===== config.mk =====
export PLATFORM = sky130hd
export DESIGN_NAME = alu_regfile_seq
export DESIGN_NICKNAME = d
export VERILOG_FILES = /design/src/rtl/alu_defs_pkg.sv /design/src/rtl/alu_core.sv /design/src/rtl/alu_regfile_seq.sv
export SDC_FILE = /design/constraint.sdc
export NUM_CORES = 2
export LEC_CHECK = 0
export CAP_MARGIN = 30
export CORE_ASPECT_RATIO = 1.1
export CORE_UTILIZATION = 55
export DETAILED_ROUTE_END_ITERATION = 10
export PLACE_DENSITY_LB_ADDON = 0.05
export REMOVE_ABC_BUFFERS = 1
export SKIP_CTS_REPAIR_TIMING = 1
export SYNTH_ARGS = -nofsm -noshare
export SYNTH_HDL_FRONTEND = slang
export SYNTH_HIERARCHICAL = 1
export SYNTH_SLANG_ARGS = --single-unit

===== constraint.sdc =====
create_clock -name clk -period 4.4 [get_ports clk]
set_input_delay 0.88 -clock clk [delete_from_list [all_inputs] [get_ports clk]]
set_output_delay 0.88 -clock clk [all_outputs]
set_load 0.02 [all_outputs]

===== src/rtl/alu_defs_pkg.sv =====
// Shared definitions for the sequenced ALU/register-file datapath:
// opcodes, flag bit positions and FSM state encoding.
package alu_defs_pkg;

  localparam int unsigned OP_W   = 4;
  localparam int unsigned FLAG_W = 4;

  localparam logic [OP_W-1:0] OP_ADD  = 4'b0000;
  localparam logic [OP_W-1:0] OP_SUB  = 4'b1000;
  localparam logic [OP_W-1:0] OP_SLL  = 4'b0001;
  localparam logic [OP_W-1:0] OP_SRL  = 4'b0101;
  localparam logic [OP_W-1:0] OP_SRA  = 4'b1101;
  localparam logic [OP_W-1:0] OP_SLT  = 4'b0010;
  localparam logic [OP_W-1:0] OP_SLTU = 4'b0011;
  localparam logic [OP_W-1:0] OP_XOR  = 4'b0100;
  localparam logic [OP_W-1:0] OP_OR   = 4'b0110;
  localparam logic [OP_W-1:0] OP_AND  = 4'b0111;
  localparam logic [OP_W-1:0] OP_LI   = 4'b1111;

  localparam int unsigned FLAG_Z = 0;
  localparam int unsigned FLAG_C = 1;
  localparam int unsigned FLAG_O = 2;
  localparam int unsigned FLAG_S = 3;

  typedef enum logic [1:0] {
    S_IDLE = 2'd0,
    S_EXEC = 2'd1,
    S_WB   = 2'd2
  } state_t;

endpackage


===== src/rtl/alu_core.sv =====
// Combinational ALU: one operation on A/B (or the immediate for LI)
// producing the result and ZF/CF/OF/SF.
module alu_core
  import alu_defs_pkg::*;
#(
  parameter int unsigned XLEN = 32
) (
  input  logic [XLEN-1:0]   a,
  input  logic [XLEN-1:0]   b,
  input  logic [XLEN-1:0]   imm,
  input  logic [OP_W-1:0]   op,
  output logic [XLEN-1:0]   res,
  output logic [FLAG_W-1:0] flags
);

  localparam int unsigned SHW = $clog2(XLEN);

  logic [SHW-1:0] shamt;
  logic [XLEN:0]  sum;
  logic [XLEN:0]  diff;
  logic           cf;
  logic           of;
  logic           lt_s;
  logic           lt_u;

  // Extra top bit of sum/diff carries the carry-out / borrow.
  assign shamt = b[SHW-1:0];
  assign sum   = {1'b0, a} + {1'b0, b};
  assign diff  = {1'b0, a} - {1'b0, b};
  assign lt_s  = $signed(a) < $signed(b);
  assign lt_u  = a < b;

  always_comb begin
    res = '0;
    cf  = 1'b0;
    of  = 1'b0;
    case (op)
      OP_ADD: begin
        res = sum[XLEN-1:0];
        cf  = sum[XLEN];
        of  = (a[XLEN-1] == b[XLEN-1]) && (sum[XLEN-1] != a[XLEN-1]);
      end
      OP_SUB: begin
        res = diff[XLEN-1:0];
        cf  = diff[XLEN];
        of  = (a[XLEN-1] != b[XLEN-1]) && (diff[XLEN-1] != a[XLEN-1]);
      end
      OP_SLL:  res = a << shamt;
      OP_SRL:  res = a >> shamt;
      OP_SRA:  res = XLEN'($signed(a) >>> shamt);
      OP_SLT:  res = {{(XLEN-1){1'b0}}, lt_s};
      OP_SLTU: res = {{(XLEN-1){1'b0}}, lt_u};
      OP_XOR:  res = a ^ b;
      OP_OR:   res = a | b;
      OP_AND:  res = a & b;
      OP_LI:   res = imm;
      default: res = '0;
    endcase
  end

  always_comb begin
    flags         = '0;
    flags[FLAG_Z] = (res == '0);
    flags[FLAG_C] = cf;
    flags[FLAG_O] = of;
    flags[FLAG_S] = res[XLEN-1];
  end

endmodule


===== src/rtl/alu_regfile_seq.sv =====
// Register file plus 3-state sequencer: accept a command, read two
// registers, execute on alu_core, then optionally write the result back.
module alu_regfile_seq
  import alu_defs_pkg::*;
#(
  parameter int unsigned XLEN = 32,
  parameter int unsigned NREG = 32,
  parameter int unsigned AW   = $clog2(NREG)
) (
  input  logic              clk,
  input  logic              rst,
  input  logic              cmd_valid,
  output logic              cmd_ready,
  input  logic [OP_W-1:0]   cmd_op,
  input  logic [AW-1:0]     cmd_ra,
  input  logic [AW-1:0]     cmd_rb,
  input  logic [AW-1:0]     cmd_rd,
  input  logic              cmd_we,
  input  logic [XLEN-1:0]   cmd_imm,
  output logic [XLEN-1:0]   res,
  output logic              res_valid,
  output logic [FLAG_W-1:0] flags,
  input  logic [AW-1:0]     dbg_addr,
  output logic [XLEN-1:0]   dbg_data
);

  state_t            state;
  logic [XLEN-1:0]   rf [NREG];
  logic [XLEN-1:0]   a_q;
  logic [XLEN-1:0]   b_q;
  logic [XLEN-1:0]   imm_q;
  logic [OP_W-1:0]   op_q;
  logic [AW-1:0]     rd_q;
  logic              we_q;
  logic              valid_q;
  logic [XLEN-1:0]   alu_res;
  logic [FLAG_W-1:0] alu_flags;

  alu_core #(
    .XLEN (XLEN)
  ) u_alu (
    .a     (a_q),
    .b     (b_q),
    .imm   (imm_q),
    .op    (op_q),
    .res   (alu_res),
    .flags (alu_flags)
  );

  // Reset masks the handshake and any in-flight result pulse immediately.
  assign cmd_ready = (state == S_IDLE) && !rst;
  assign res_valid = valid_q && !rst;
  assign dbg_data  = (dbg_addr == '0) ? '0 : rf[dbg_addr];

  always_ff @(posedge clk) begin
    if (rst) begin
      state   <= S_IDLE;
      res     <= '0;
      flags   <= '0;
      valid_q <= 1'b0;
      a_q     <= '0;
      b_q     <= '0;
      imm_q   <= '0;
      op_q    <= '0;
      rd_q    <= '0;
      we_q    <= 1'b0;
    end else begin
      case (state)
        S_IDLE: begin
          valid_q <= 1'b0;
          if (cmd_valid) begin
            a_q   <= (cmd_ra == '0) ? '0 : rf[cmd_ra];
            b_q   <= (cmd_rb == '0) ? '0 : rf[cmd_rb];
            imm_q <= cmd_imm;
            op_q  <= cmd_op;
            rd_q  <= cmd_rd;
            we_q  <= cmd_we;
            state <= S_EXEC;
          end
        end
        S_EXEC: begin
          res     <= alu_res;
          flags   <= alu_flags;
          valid_q <= 1'b1;
          state   <= S_WB;
        end
        S_WB: begin
          valid_q <= 1'b0;
          state   <= S_IDLE;
        end
        default: begin
          valid_q <= 1'b0;
          state   <= S_IDLE;
        end
      endcase
    end
  end

  // Write-back on the edge closing WB; x0 is never written.
  always_ff @(posedge clk) begin
    if (rst) begin
      for (int unsigned i = 0; i < NREG; i++) begin
        rf[AW'(i)] <= '0;
      end
    end else if (state == S_WB && we_q && rd_q != '0) begin
      rf[rd_q] <= res;
    end
  end

endmodule


==> out/results.tsv <==
stage	metric	value	unit
sta	rsz0062_at_grt	yes	
setup_path	critical_path_class	input pin to primary output	
floorplan	rows	144	
global_routing	antenna_found_initial	52	
clock_network	tritoncts	yes	
floorplan	io-pin-count	130	
synth	synth_seq_cells	1169	
setup_path	max_stage_delay	0.76	ns
setup_path	critPathCaptureType	primary output	
hold_path	hp-class	register to register	
power_and_ir_drop	cellPowerDensity	342	nW/µm²
run	cap_violations	0	
floorplan	die_h	395	µm
setup_path	cp_data_arrival_time	3.68	ns
sta	setup_viol	5	
clock_network	cts_buffers	132	
global_routing	grt.busiest_layer	met2	
clock_network	cts_max_level	4	
floorplan	initial_core_util	55.4	%
synth	yosysTopAreaCell	edfxtp_1	
placement	place.gp.congestion	1.15	
sta	layout_setup_ws	-0.157	ns
synth	async_flop_share	0	%
sta	slew_viol_final	0	
global_routing	grt_start_max_net_pins	77	
power_and_ir_drop	irDropWorstVdd	0.000383	V
synth	synth_seq_area_share	43.5	%
synth	synth-simple-area-share	14.3	%
synth	synth-compound-area-share	9.51	%
synth	synth.avg_cell_area	12.4	µm²
synth	yosysWarnings	6	
global_routing	met1_usage	58.3	%
layout	area_growth	16.7	%
clock_network	clock_latency	0.82	ns
setup_path	cp_cell_sequence	buf_8 > nor3_1 > or3_2 > buf_4 > o22ai_1 > or2_2 > clkdlybuf4s50_1	
floorplan	chipWidth	360	µm
layout	regArea	33700	µm²
synth	synth_top_family_by_area	multiplexers	
sta	worstMarginPinSlew	1.07	ns
routing	vias_per_cell	7.46	
hold_path	worstHoldStart	we_q$_SDFFE_PP0P_	
synth	postSynthCellCount	6229	
global_routing	gr-usage-met2	72.6	%
routing	vias	64400	
clock_network	clkTransAtPathRegs	0.06	ns
sta	fin_tns_setup	-0.404	ns
layout	final_area	90300	µm²
synth	synth_edf_count	1024	
routing	wirelength	353000	µm
run_status	status	finished, violations left	
synth	synth_commonest_cells	1029 x and2_1, 1024 x edfxtp_1, 672 x mux4_2, 461 x mux2i_1, 400 x clkbuf_1	
setup_path	r2r-start	b_q[0]$_SDFFE_PP0P_	
setup_path	startpoint_type	input pin	
global_routing	use_met3	18.0	%
sta	finClkSkew	0.0680	ns
layout	multi_input_area	41200	µm²
synth	synth_fa_ha_area_share	1.62	%
layout	layout-drive-gt1-share	28.6	%
synth	synthFlopType	edfxtp_1	
sta	relSlewSlack	28.6	%
global_routing	grt_pass1_wl	481000	µm
setup_path	r2r_slack	-0.11	ns
global_routing	gr-total-overflow	0	
global_routing	grt_use_total	48.9	%
clock_network	cts.sinks	1169	
routing	antenna_left	0	
routing	drtIter0Drc	10900	
setup_path	cp_data_required_time	3.52	ns
sta	fin_crit	4.56	ns
layout	nets	6826	
power_and_ir_drop	p_leak	0.0338	µW
synth	synthMuxAreaShare	26.8	%
layout	post-route-util	64.6	%
clock_network	cts-root-buf	clkbuf_16	
placement	dpl.hpwl	239000	µm
synth	synth.most_common_cell	and2_1	
global_routing	grt_pass1_vias	61500	
clock_network	clock_path_buffers	3	
layout	fill_cells	10700	
floorplan	core-area	140000	µm²
synth	ys_types	114	
sta	min_period_over_period	104	%
placement	portBuffers	129	
routing	drt-pass1-iter-count	8	
placement	place_area	85400	µm²
setup_path	slowest_stage	nor3_1	
synth	synth_top_area_share	39.7	%
floorplan	die_area	142000	µm²
run_status	violations	negative setup slack	
synth	synth_xor_area_share	0.136	%
sta	hold_viol_final	0	
routing	drc	0	
setup_path	path_max_fanout	12	
setup_path	critPathLaunch	dbg_addr[0]	
synth	syn_area	77400	µm²
routing	wire_per_inst	40.9	µm
sta	max_freq	219	MHz
synth	ys_top_cells_by_area	edfxtp_1 40%, mux4_2 20%, and2_1 8.3%	
final timing paths:
| check | endpoint | cells after the start |
|---|---|---|
| min | we_q$_SDFFE_PP0P_ | 2 |
| max | dbg_data[23] | 7 |
| min reg2reg | we_q$_SDFFE_PP0P_ | 2 |
| max reg2reg | flags[0]$_SDFFE_PP0P_ | 17 |
metrics by stage:
stage / hold slack, ns / cells / power [µW] / setup slack (ns)
finish: 0.459 / 8629 / 30900 / -0.157
global placement: 0.441 / 8333 / 19200 / -0.607
floorplan: 0.426 / 5625 / 15800 / -2.90
detailed placement: 0.446 / 8341 / 19200 / -0.233
CTS: 0.455 / 8583 / 30500 / -0.286
global route: 0.474 / 8610 / 31400 / -0.175
layout by cell type, fill, tap and decap left out, drive strengths merged, types with 18 or more instances in the layout:
cell	count
o22ai	181
a21oi	217
clkdlybuf4s50	114
a221oi	18
a2111oi	44
conb	32
a22oi	95
a22o	46
dfxtp	145
clkbuf	167
mux2	77
a2111o	33
o21ai	86
o211ai	31
o221ai	38
nor3b	32
mux2i	461
mux4	675
inv	109
nor3	103
nand3	46
or2	75
nand2	301
nor2	219
ha	97
and2	1030
a211oi	53
nor4	22
clkinv	53
nor2b	32
diode	29
edfxtp	1024
buf	791
report_power, final:
| group | switching, µW | leakage, µW | total, µW | internal, µW |
|---|---|---|---|---|
| Sequential | 392 | 0.0117 | 12900 | 12500 |
| Clock | 4990 | 0.00215 | 11500 | 6540 |
| Combinational | 3870 | 0.0199 | 6540 | 2680 |
state kept, by name (all words and copies together) (netlist names):
signal and cells:
valid_q 1, b_q 32, a_q 32, rd_q 5
op_q 4, flags 4, we_q 1, state 2
rf 1024, imm_q 32, res 32
critical path, delay by kind of cell:
kind                   cells  cell delay, ns
AND/OR/NAND/NOR            3            1.48
buffers and inverters      3            1.06
AO/OA/AOI/OAI              1            0.20
final cells by class:
| type | instances | share of cell area [%] |
|---|---|---|
| multi-input cells | 4355 | 45.6 |
| flip-flops and latches | 1169 | 37.3 |
| repair buffers | 908 | 9.25 |
| clock buffers | 164 | 3.92 |
| well taps | 1825 | 2.53 |
| clock inverters | 78 | 0.950 |
| inverters | 101 | 0.421 |
| diodes | 29 | 0.0804 |
cell families after synthesis:
| kind of cell | after synthesis |
|---|---|
| fa+ha+maj | 99 |
| simple gates | 1967 |
| flops | 1169 |
| other cells | 1 |
| buf+inv | 736 |
| xor+xnor | 12 |
| compound gates | 1032 |
| mux | 1213 |
routing by layer:
layer  up-vias  wire (µm)
li1      25000          -
met1     31700     116000
met2      5967     154000
met3      1598      51900
met4        32      30900
met5         -        242
No activity file was read; power rests on OpenSTA's default activity.
